<file path="src/rtl/neuron_mac_sequencer.sv">
// Per-neuron multiply-accumulate sequencer: streams weights and bias from the weight/bias memory,
// accumulates x*w, adds the bias and emits one saturated Q8.8 pre-activation per neuron.
//
// state  | meaning
// -------+-----------------------------------------------------------
// IDLE   | waiting for start; x and neuron count latched on accept
// WEIGHT | one weight read per cycle, previous weight's product added
// BIAS   | bias read issued, last weight's product added
// ADDB   | bias added, result saturated and emitted
module neuron_mac_sequencer #(
    parameter int N_INPUTS  = 4,
    parameter int N_NEURONS = 8
) (
    input  logic                    clk,
    input  logic                    rst_n,
    input  logic                    start,
    input  logic [5:0]              n_count,
    input  logic [16*N_INPUTS-1:0]  x_in,
    output logic [5:0]              mem_n,
    output logic [5:0]              mem_i,
    output logic                    weight_en,
    output logic                    bias_en,
    input  logic [15:0]             mem_data,
    output logic                    out_valid,
    output logic [5:0]              out_neuron,
    output logic [15:0]             out_data,
    output logic                    busy,
    output logic                    done
);

    localparam int I_W   = (N_INPUTS > 1) ? $clog2(N_INPUTS) : 1;
    localparam int N_W   = (N_NEURONS > 1) ? $clog2(N_NEURONS) : 1;
    localparam int C_W   = $clog2(N_NEURONS + 1);
    localparam int ACC_W = 32 + $clog2(N_INPUTS) + 1;
    localparam int SUM_W = ACC_W + 1;

    localparam logic [I_W-1:0]          LAST_I  = I_W'(N_INPUTS - 1);
    localparam logic signed [SUM_W-1:0] SAT_MAX = SUM_W'(32767);
    localparam logic signed [SUM_W-1:0] SAT_MIN = -SUM_W'(32768);

    typedef enum logic [1:0] {
        S_IDLE   = 2'd0,
        S_WEIGHT = 2'd1,
        S_BIAS   = 2'd2,
        S_ADDB   = 2'd3
    } state_t;

    state_t                    state_q;
    state_t                    state_d;
    logic [N_W-1:0]            n_q;
    logic [I_W-1:0]            i_q;
    logic [C_W-1:0]            cnt_q;
    logic signed [ACC_W-1:0]   acc_q;
    logic signed [15:0]        x_q [N_INPUTS];

    logic [C_W-1:0]            cnt_clamped;
    logic                      more_neurons;
    logic signed [15:0]        x_sel;
    logic signed [31:0]        prod;
    logic signed [ACC_W-1:0]   acc_add;
    logic signed [SUM_W-1:0]   bias_sh;
    logic signed [SUM_W-1:0]   sum;
    logic signed [SUM_W-1:0]   sum_sh;
    logic [15:0]               sat_res;

    always_comb begin
        cnt_clamped = '0;
        if (n_count > 6'(N_NEURONS)) begin
            cnt_clamped = C_W'(N_NEURONS);
        end else begin
            cnt_clamped = n_count[C_W-1:0];
        end
    end

    assign more_neurons = (C_W'(n_q) + C_W'(1)) < cnt_q;

    // Data arriving now belongs to the strobe issued one cycle earlier, hence x[i-1].
    always_comb begin
        x_sel = x_q[N_INPUTS-1];
        if (state_q == S_WEIGHT) begin
            x_sel = x_q[i_q - I_W'(1)];
        end
    end

    assign prod    = 32'(x_sel) * 32'($signed(mem_data));
    assign acc_add = acc_q + ACC_W'(prod);
    assign bias_sh = SUM_W'($signed(mem_data)) <<< 8;
    assign sum     = SUM_W'(acc_q) + bias_sh;
    assign sum_sh  = sum >>> 8;

    always_comb begin
        sat_res = sum_sh[15:0];
        if (sum_sh > SAT_MAX) begin
            sat_res = 16'h7FFF;
        end else if (sum_sh < SAT_MIN) begin
            sat_res = 16'h8000;
        end
    end

    always_ff @(posedge clk or negedge rst_n) begin
        if (!rst_n) begin
            state_q <= S_IDLE;
        end else begin
            state_q <= state_d;
        end
    end

    always_comb begin
        state_d   = state_q;
        weight_en = 1'b0;
        bias_en   = 1'b0;
        mem_n     = '0;
        mem_i     = '0;
        busy      = 1'b1;
        case (state_q)
            S_IDLE: begin
                busy = 1'b0;
                if (start && (cnt_clamped != '0)) begin
                    state_d = S_WEIGHT;
                end
            end
            S_WEIGHT: begin
                weight_en = 1'b1;
                mem_n     = 6'(n_q);
                mem_i     = 6'(i_q);
                if (i_q == LAST_I) begin
                    state_d = S_BIAS;
                end
            end
            S_BIAS: begin
                bias_en = 1'b1;
                mem_n   = 6'(n_q);
                state_d = S_ADDB;
            end
            S_ADDB: begin
                state_d = more_neurons ? S_WEIGHT : S_IDLE;
            end
            default: begin
                state_d = S_IDLE;
            end
        endcase
    end

    always_ff @(posedge clk or negedge rst_n) begin
        if (!rst_n) begin
            n_q        <= '0;
            i_q        <= '0;
            cnt_q      <= '0;
            acc_q      <= '0;
            out_valid  <= 1'b0;
            out_neuron <= '0;
            out_data   <= '0;
            done       <= 1'b0;
            for (int g = 0; g < N_INPUTS; g++) begin
                x_q[g] <= '0;
            end
        end else begin
            out_valid <= 1'b0;
            done      <= 1'b0;
            case (state_q)
                S_IDLE: begin
                    if (start) begin
                        for (int g = 0; g < N_INPUTS; g++) begin
                            x_q[g] <= x_in[16*g +: 16];
                        end
                        cnt_q <= cnt_clamped;
                        n_q   <= '0;
                        i_q   <= '0;
                        acc_q <= '0;
                        if (cnt_clamped == '0) begin
                            done <= 1'b1;
                        end
                    end
                end
                S_WEIGHT: begin
                    if (i_q != '0) begin
                        acc_q <= acc_add;
                    end
                    i_q <= i_q + I_W'(1);
                end
                S_BIAS: begin
                    acc_q <= acc_add;
                    i_q   <= '0;
                end
                S_ADDB: begin
                    out_data   <= sat_res;
                    out_neuron <= 6'(n_q);
                    out_valid  <= 1'b1;
                    if (more_neurons) begin
                        n_q   <= n_q + N_W'(1);
                        acc_q <= '0;
                    end else begin
                        done <= 1'b1;
                    end
                end
                default: begin
                end
            endcase
        end
    end

endmodule

</file>
<file path="config.mk">
export PLATFORM = sky130hd
export DESIGN_NAME = neuron_mac_sequencer
export DESIGN_NICKNAME = d
export VERILOG_FILES = /design/src/rtl/neuron_mac_sequencer.sv
export SDC_FILE = /design/constraint.sdc
export NUM_CORES = 1
export LEC_CHECK = 0
export CELL_PAD_IN_SITES_DETAIL_PLACEMENT = 1
export CELL_PAD_IN_SITES_GLOBAL_PLACEMENT = 2
export CORE_ASPECT_RATIO = 0.75
export CORE_UTILIZATION = 35
export CTS_CLUSTER_SIZE = 14
export DETAILED_ROUTE_END_ITERATION = 6
export PLACE_DENSITY = 0.83
export RECOVER_POWER = 25
export SLEW_MARGIN = 10
export SYNTH_ARGS = -nofsm -noshare
export SYNTH_HDL_FRONTEND = slang
export SYNTH_SLANG_ARGS = --single-unit
</file>
<file path="constraint.sdc">
create_clock -name clk -period 7.4 [get_ports clk]
set_input_delay 0.74 -clock clk [delete_from_list [all_inputs] [get_ports clk]]
set_output_delay 0.74 -clock clk [all_outputs]
set_load 0.005 [all_outputs]
</file>
### Yosys cells after proc, flatten, opt, wreduce, memory -nomap -nowiden

Cells that the tools add are included.

* mux-type cells: 30
* bitwise logic cells: 1
* add/subtract/negate cells: 6
* reductions and logical operators: 13
* order comparisons: 5
* multipliers: 1
* equal/unequal tests: 9

Operators with widths (count)
* $pmux W35 S4: 1
* $mux W35: 3
* $mux W16: 5
* $add A35 B24 Y36: 1
* $add A35 B32 Y35: 1
* $bmux W16 S2: 1
* $mul A16 B16 Y32: 1
* $gt A28 B16 Y1 const B: 1
* $lt A28 B16 Y1 const B: 1
* $mux W3: 3
* $mux W1: 8
* $mux W2: 4
* $pmux W2 S4: 1
* $eq A2 B2 Y1 const B: 3
* $gt A6 B4 Y1 const B: 1
* $ne A2 B2 Y1 const B: 3
* $pmux W2 S3: 1
* $pmux W3 S2: 1
* $reduce_and A2 Y1: 3
* $reduce_and A3 Y1: 2
* $add A3 B1 Y4 const B: 1
* $logic_not A4 Y1: 1
* $lt A4 B4 Y1: 1
* $mux W4: 1
* other kinds (14): 16

* input port bits: 89
* output and inout bits: 39
* register bits: 131

### Longest topological paths before layout

* depth after elaboration: 10
* depth in mapped cells: 34
* mapped depth without buffers: 30

### Worst setup path before layout

Ideal clock, no wire load.

* path type: reg2reg
* start point: register i_q[0]
* end point: register acc_q[33]
* setup time: 0.133 ns
* cell stages (with the launch flop): 31
* arrival: 7.966 ns
* path slack: -0.700 ns
* required time: 7.267 ns
* period minus slack after synthesis: 8.100 ns
* cell sequence: dfrtp_1 > clkbuf_1 > inv_1 > ha_1 > buf_1 > clkbuf_1 > mux2i_1 > nand2_1 > o221a_2 > clkbuf_1 > nand2_1 > fa_1 > fa_1 > fa_1 > inv_1 > fa_1 > fa_1 > inv_1 > fa_1 > inv_1 > ha_1 > a2111oi_0 > nand2_1 > o211ai_1 > o2111a_1 > o31a_1 > o21ai_0 > a221o_1 > a21oi_1 > xor2_1 > o21ai_0

* longest elaborated chain between the ends: 10
* elaborated cells on any way between the ends: 13
* those cells by class: 2 x add/sub; 1 x mul; 1 x eq/ne; 6 x mux; 1 x bitwise; 2 x reduce/logical

Ends and longest elaborated chain
* start: declaration: RTL line 51 `logic [I_W-1:0] i_q;`
* start signal: assignment: RTL line 179 `i_q <= i_q + I_W'(1);`
* $sub A2 B1 Y2: RTL line 81 `x_sel = x_q[i_q - I_W'(1)];`
* $not A2 Y3 (implied by the code): RTL line 81
* $bmux W16 S2: RTL line 81
* $mux W16 (implied by the code) (2 in a row): RTL line 81
* $mux W16: RTL line 80 `if (state_q == S_WEIGHT) begin`
* $mul A16 B16 Y32: RTL line 85 `assign prod = 32'(x_sel) * 32'($signed(mem_data));`
* $add A35 B32 Y35: RTL line 86 `assign acc_add = acc_q + ACC_W'(prod);`
* $mux W35: RTL line 176 `if (i_q != '0) begin`
* $pmux W35 S4: RTL line 160 `case (state_q)`
* end signal: assignment: RTL line 169 `acc_q <= '0;`
* end signal: assignment: RTL line 177 `acc_q <= acc_add;`
* end signal: assignment: RTL line 182 `acc_q <= acc_add;`
* end: declaration: RTL line 53 `logic signed [ACC_W-1:0] acc_q;`

Several ways; a longest one is shown, not always the timed one. The select of a mux whose other input is x is not followed.
A chain may end at the register's enable or synchronous reset.

### Final worst setup path

* start point: register i_q[0]
* end point: register acc_q[27]

The elaborated chain is that of the path after synthesis.

==> impl_results.md <==
- Area occupied by multi-input gates: 14100 µm²
- FILL cells: 6162
- Vias/cell: 4.98
- Residual DRC: 0
- Fin nets: 2882
- Core area: 53200 µm²
- Crit path capture type: flop
- TritonCTS Buffers: 17
- H-tree Lvls: 4
- Crit start category: flop
- Cell Area, Synth: 18900 µm²
- Reg2reg end: acc_q[27]$_DFFE_PN0P_
- First-pass GRT wire length: 96000 µm
- IO Count: 128
- Root Driver: clkbuf_16
- Period minus WS final: 7.34 ns
- Hold violation total from the final report: 0
- Skew-Pair Late Insertion Delay: 0.45 ns
- Share of cells above drive strength 1: 0.129
- Worst Reg-to-Reg Cells: 31
- Setup TNS: 0 ns
- Slowest-stage cell, CP: fa_1
- Yosys warns: 0
- GPL Wtd Cong: 0.920
- Initial DRC count: 878
- Max-slew violations: 87
- Max-Slew Margin vs Limit: -2.31
- Max VDD drop: 116 µV
- Fin util: 0.434
- Grt ovf: 0
- Setup CP Type: flop to flop
- Via count: 15300
- FFs w/ async S/R, synth: 1.00
- Failing checks: capacitance limit, slew limit
- Worst-Margin Slew: 4.97 ns
- Initial Util: 0.355
- Post-CTS Hold Buffers: 0
- Worst Hold Depth: 2
- Post-route clock period utilization: 0.992
- CTS tree: done
- Number of enable flip-flop cells after synthesis: 0
- Clock-pin transition on the worst setup and hold timing paths: 0.07 ns
- Flop2flop setup slack: 0.06 ns
- Max Fclk: 136 MHz
- Status: finished, violations left
- WP data required: 7.73 ns
- Initial antenna violation count: 0
- Number of synthesized register bits: 131
- Post-DP HPWL: 49100 µm
- Hold WS: 0.479 ns
- WL final: 59100 µm
- Final Setup Violations: 0
- GRT Total Usage: 0.225
- Most used flip-flop cell after synthesis: dfrtp_1
- P per Cell Area: 86.3 nW/µm²
- Post-DR wirelength/cell: 19.3 µm
- Area Growth Syn to Fin: 22.1%
- Syn Inst Count: 2124
- CP Launch Point: i_q[0]$_DFFE_PN0P_
- Rows: 73
- Die Area: 54900 µm²
- Slowest stage delay, CP: 0.53 ns
- Register area: 3280 µm²
- Horiz. Die Dim: 270 µm
- Synth cell types: 69
- TritonRoute pass-1 iters: 4
- Sequential-to-total area share from yosys stat: 0.174
- Critical Path Sink: acc_q[27]$_DFFE_PN0P_
- Largest net degree at the start of global routing: 87
- Avg Inst Size Synth: 8.89 µm²
- Crit-path max FO: 15
- Leakage: 0.0120 µW
- R2R Path Start: i_q[0]$_DFFE_PN0P_
- Max-cap violations: 1
- Most common cell on crit path: fa_1
- # diodes: 0
- Final ANT Viol Nets: 0
- Port bufs: 117
- Clock Sinks: 131
- Die height: 203 µm
- Number of global-route vias before repair: 17100
- Clock skew: 0.0159 ns
- Arr. time, crit path: 7.67 ns
- Max clock buf depth: 2
- Hold Path Class: flop to flop
- RSZ-0062 raised after global routing: yes
==> where the power goes <==
group	internal [µW]	total [µW]	leakage (µW)	switching, µW
sequential	748	783	0.00166	35.3
combinational	170	343	0.0100	174
clock	479	864	0.000287	385
total	1400	1990	0.0120	594
==> final cells by class <==
class | count | area share
sequential | 131 | 0.142
clock buffer | 17 | 0.0185
multi-input combinational | 1507 | 0.613
inverter | 399 | 0.0650
clock inverter | 15 | 0.00733
timing repair buffer | 285 | 0.115
tap | 712 | 0.0386
==> layout by cell type (no fill, tap or decap), types with 8 or more instances in the layout <==
master	count
buf_6	9
inv_1	390
o31ai_1	11
o21ai_0	58
a21o_1	22
nand2b_1	9
ha_1	127
o21ai_1	16
xnor2_1	31
dfrtp_1	131
nand3_1	12
ha_4	12
fa_1	303
conb_1	10
a21oi_1	58
clkbuf_16	18
clkdlybuf4s50_1	116
nand4_1	8
and2_1	124
buf_4	143
inv_2	8
fa_2	8
o21a_1	8
buf_12	10
a31oi_1	19
nor2_1	72
o221a_2	9
nand2_1	393
xor2_1	27
mux2i_1	16
==> cells in the mapped netlist, types with 13 or more instances <==
library cell | count | area [µm²]
inv_1 | 398 | 1490
ha_1 | 141 | 1760
o21ai_0 | 74 | 370
xnor2_1 | 31 | 272
clkbuf_1 | 76 | 285
xor2_1 | 27 | 236
mux2i_1 | 16 | 160
nand2_1 | 398 | 1490
dfrtp_1 | 131 | 3280
a31oi_1 | 19 | 119
a21oi_1 | 66 | 330
a21o_1 | 22 | 165
o221a_2 | 15 | 169
fa_1 | 311 | 6230
nor2_1 | 76 | 285
and2_1 | 131 | 820
nand3_1 | 13 | 65.1
==> metal layers <==
metal | global-route usage | share of wire
met2 | 0.346 | 0.45
met5 | 0 | 0
met1 | 0.331 | 0.49
met3 | 0.0420 | 0.052
met4 | 0.0391 | 0.015
==> worst min-delay path by stage <==
| stage | from | to | slack, ns |
|---|---|---|---|
| after detailed placement | x_q[58]$_DFFE_PN0P_ | x_q[58]$_DFFE_PN0P_ | 0.46 |
| after global placement | x_q[18]$_DFFE_PN0P_ | x_q[18]$_DFFE_PN0P_ | 0.47 |
| after global routing | x_q[18]$_DFFE_PN0P_ | x_q[18]$_DFFE_PN0P_ | 0.51 |
| final | x_q[58]$_DFFE_PN0P_ | x_q[58]$_DFFE_PN0P_ | 0.48 |
| after CTS | rst_n | x_q[45]$_DFFE_PN0P_ | 0.39 |
| after floorplan | rst_n | acc_q[0]$_DFFE_PN0P_ | 0.44 |
==> kinds of logic after synthesis <==
logic type      share of synthesized area
simple gates                        0.161
mux                                0.0115
xor+xnor                           0.0269
buf+inv                             0.101
flops                               0.174
other cells                      0.000199
compound gates                      0.103
fa+ha+maj                           0.423
==> registers in the layout (all words and copies together), names as in the netlist <==
name and flops:
out_neuron 3, x_q 64, state_q 2, cnt_q 4, i_q 2, out_valid 1, acc_q 35, out_data 16
n_q 3, done 1
==> what timing repair did <==
| item | 4_1_cts | 5_1_grt |
|---|---|---|
| setup endpoints to repair | 13 | 17 |
| resized for setup | 32 | 89 |
| pin swaps | 16 | 45 |
| gates cloned | 1 | 1 |
| buffers inserted | 5 | 20 |
==> worst max-delay path, delay by kind of cell (launching register included) <==
kind | cells | cell delay (ns)
simple gates | 6 | 0.80
fa+ha+maj | 8 | 3.65
buf+inv | 10 | 0.99
mux | 1 | 0.20
flops | 1 | 0.38
compound gates | 5 | 0.95
xor+xnor | 1 | 0.20
==> metrics by stage <==
step | cell area, µm² | total power, µW | cells | setup slack [ns]
finish | 23100 | 1990 | 3066 | 0.0608
global route | 23100 | 2070 | 3066 | -0.157
CTS | 22500 | 2010 | 3046 | 0.00296
global placement | 21800 | 1130 | 3008 | -0.194
floorplan | 19000 | 905 | 2133 | 0.00558
detailed placement | 21800 | 1130 | 3008 | -0.378
(Power assumes the default switching activity.)
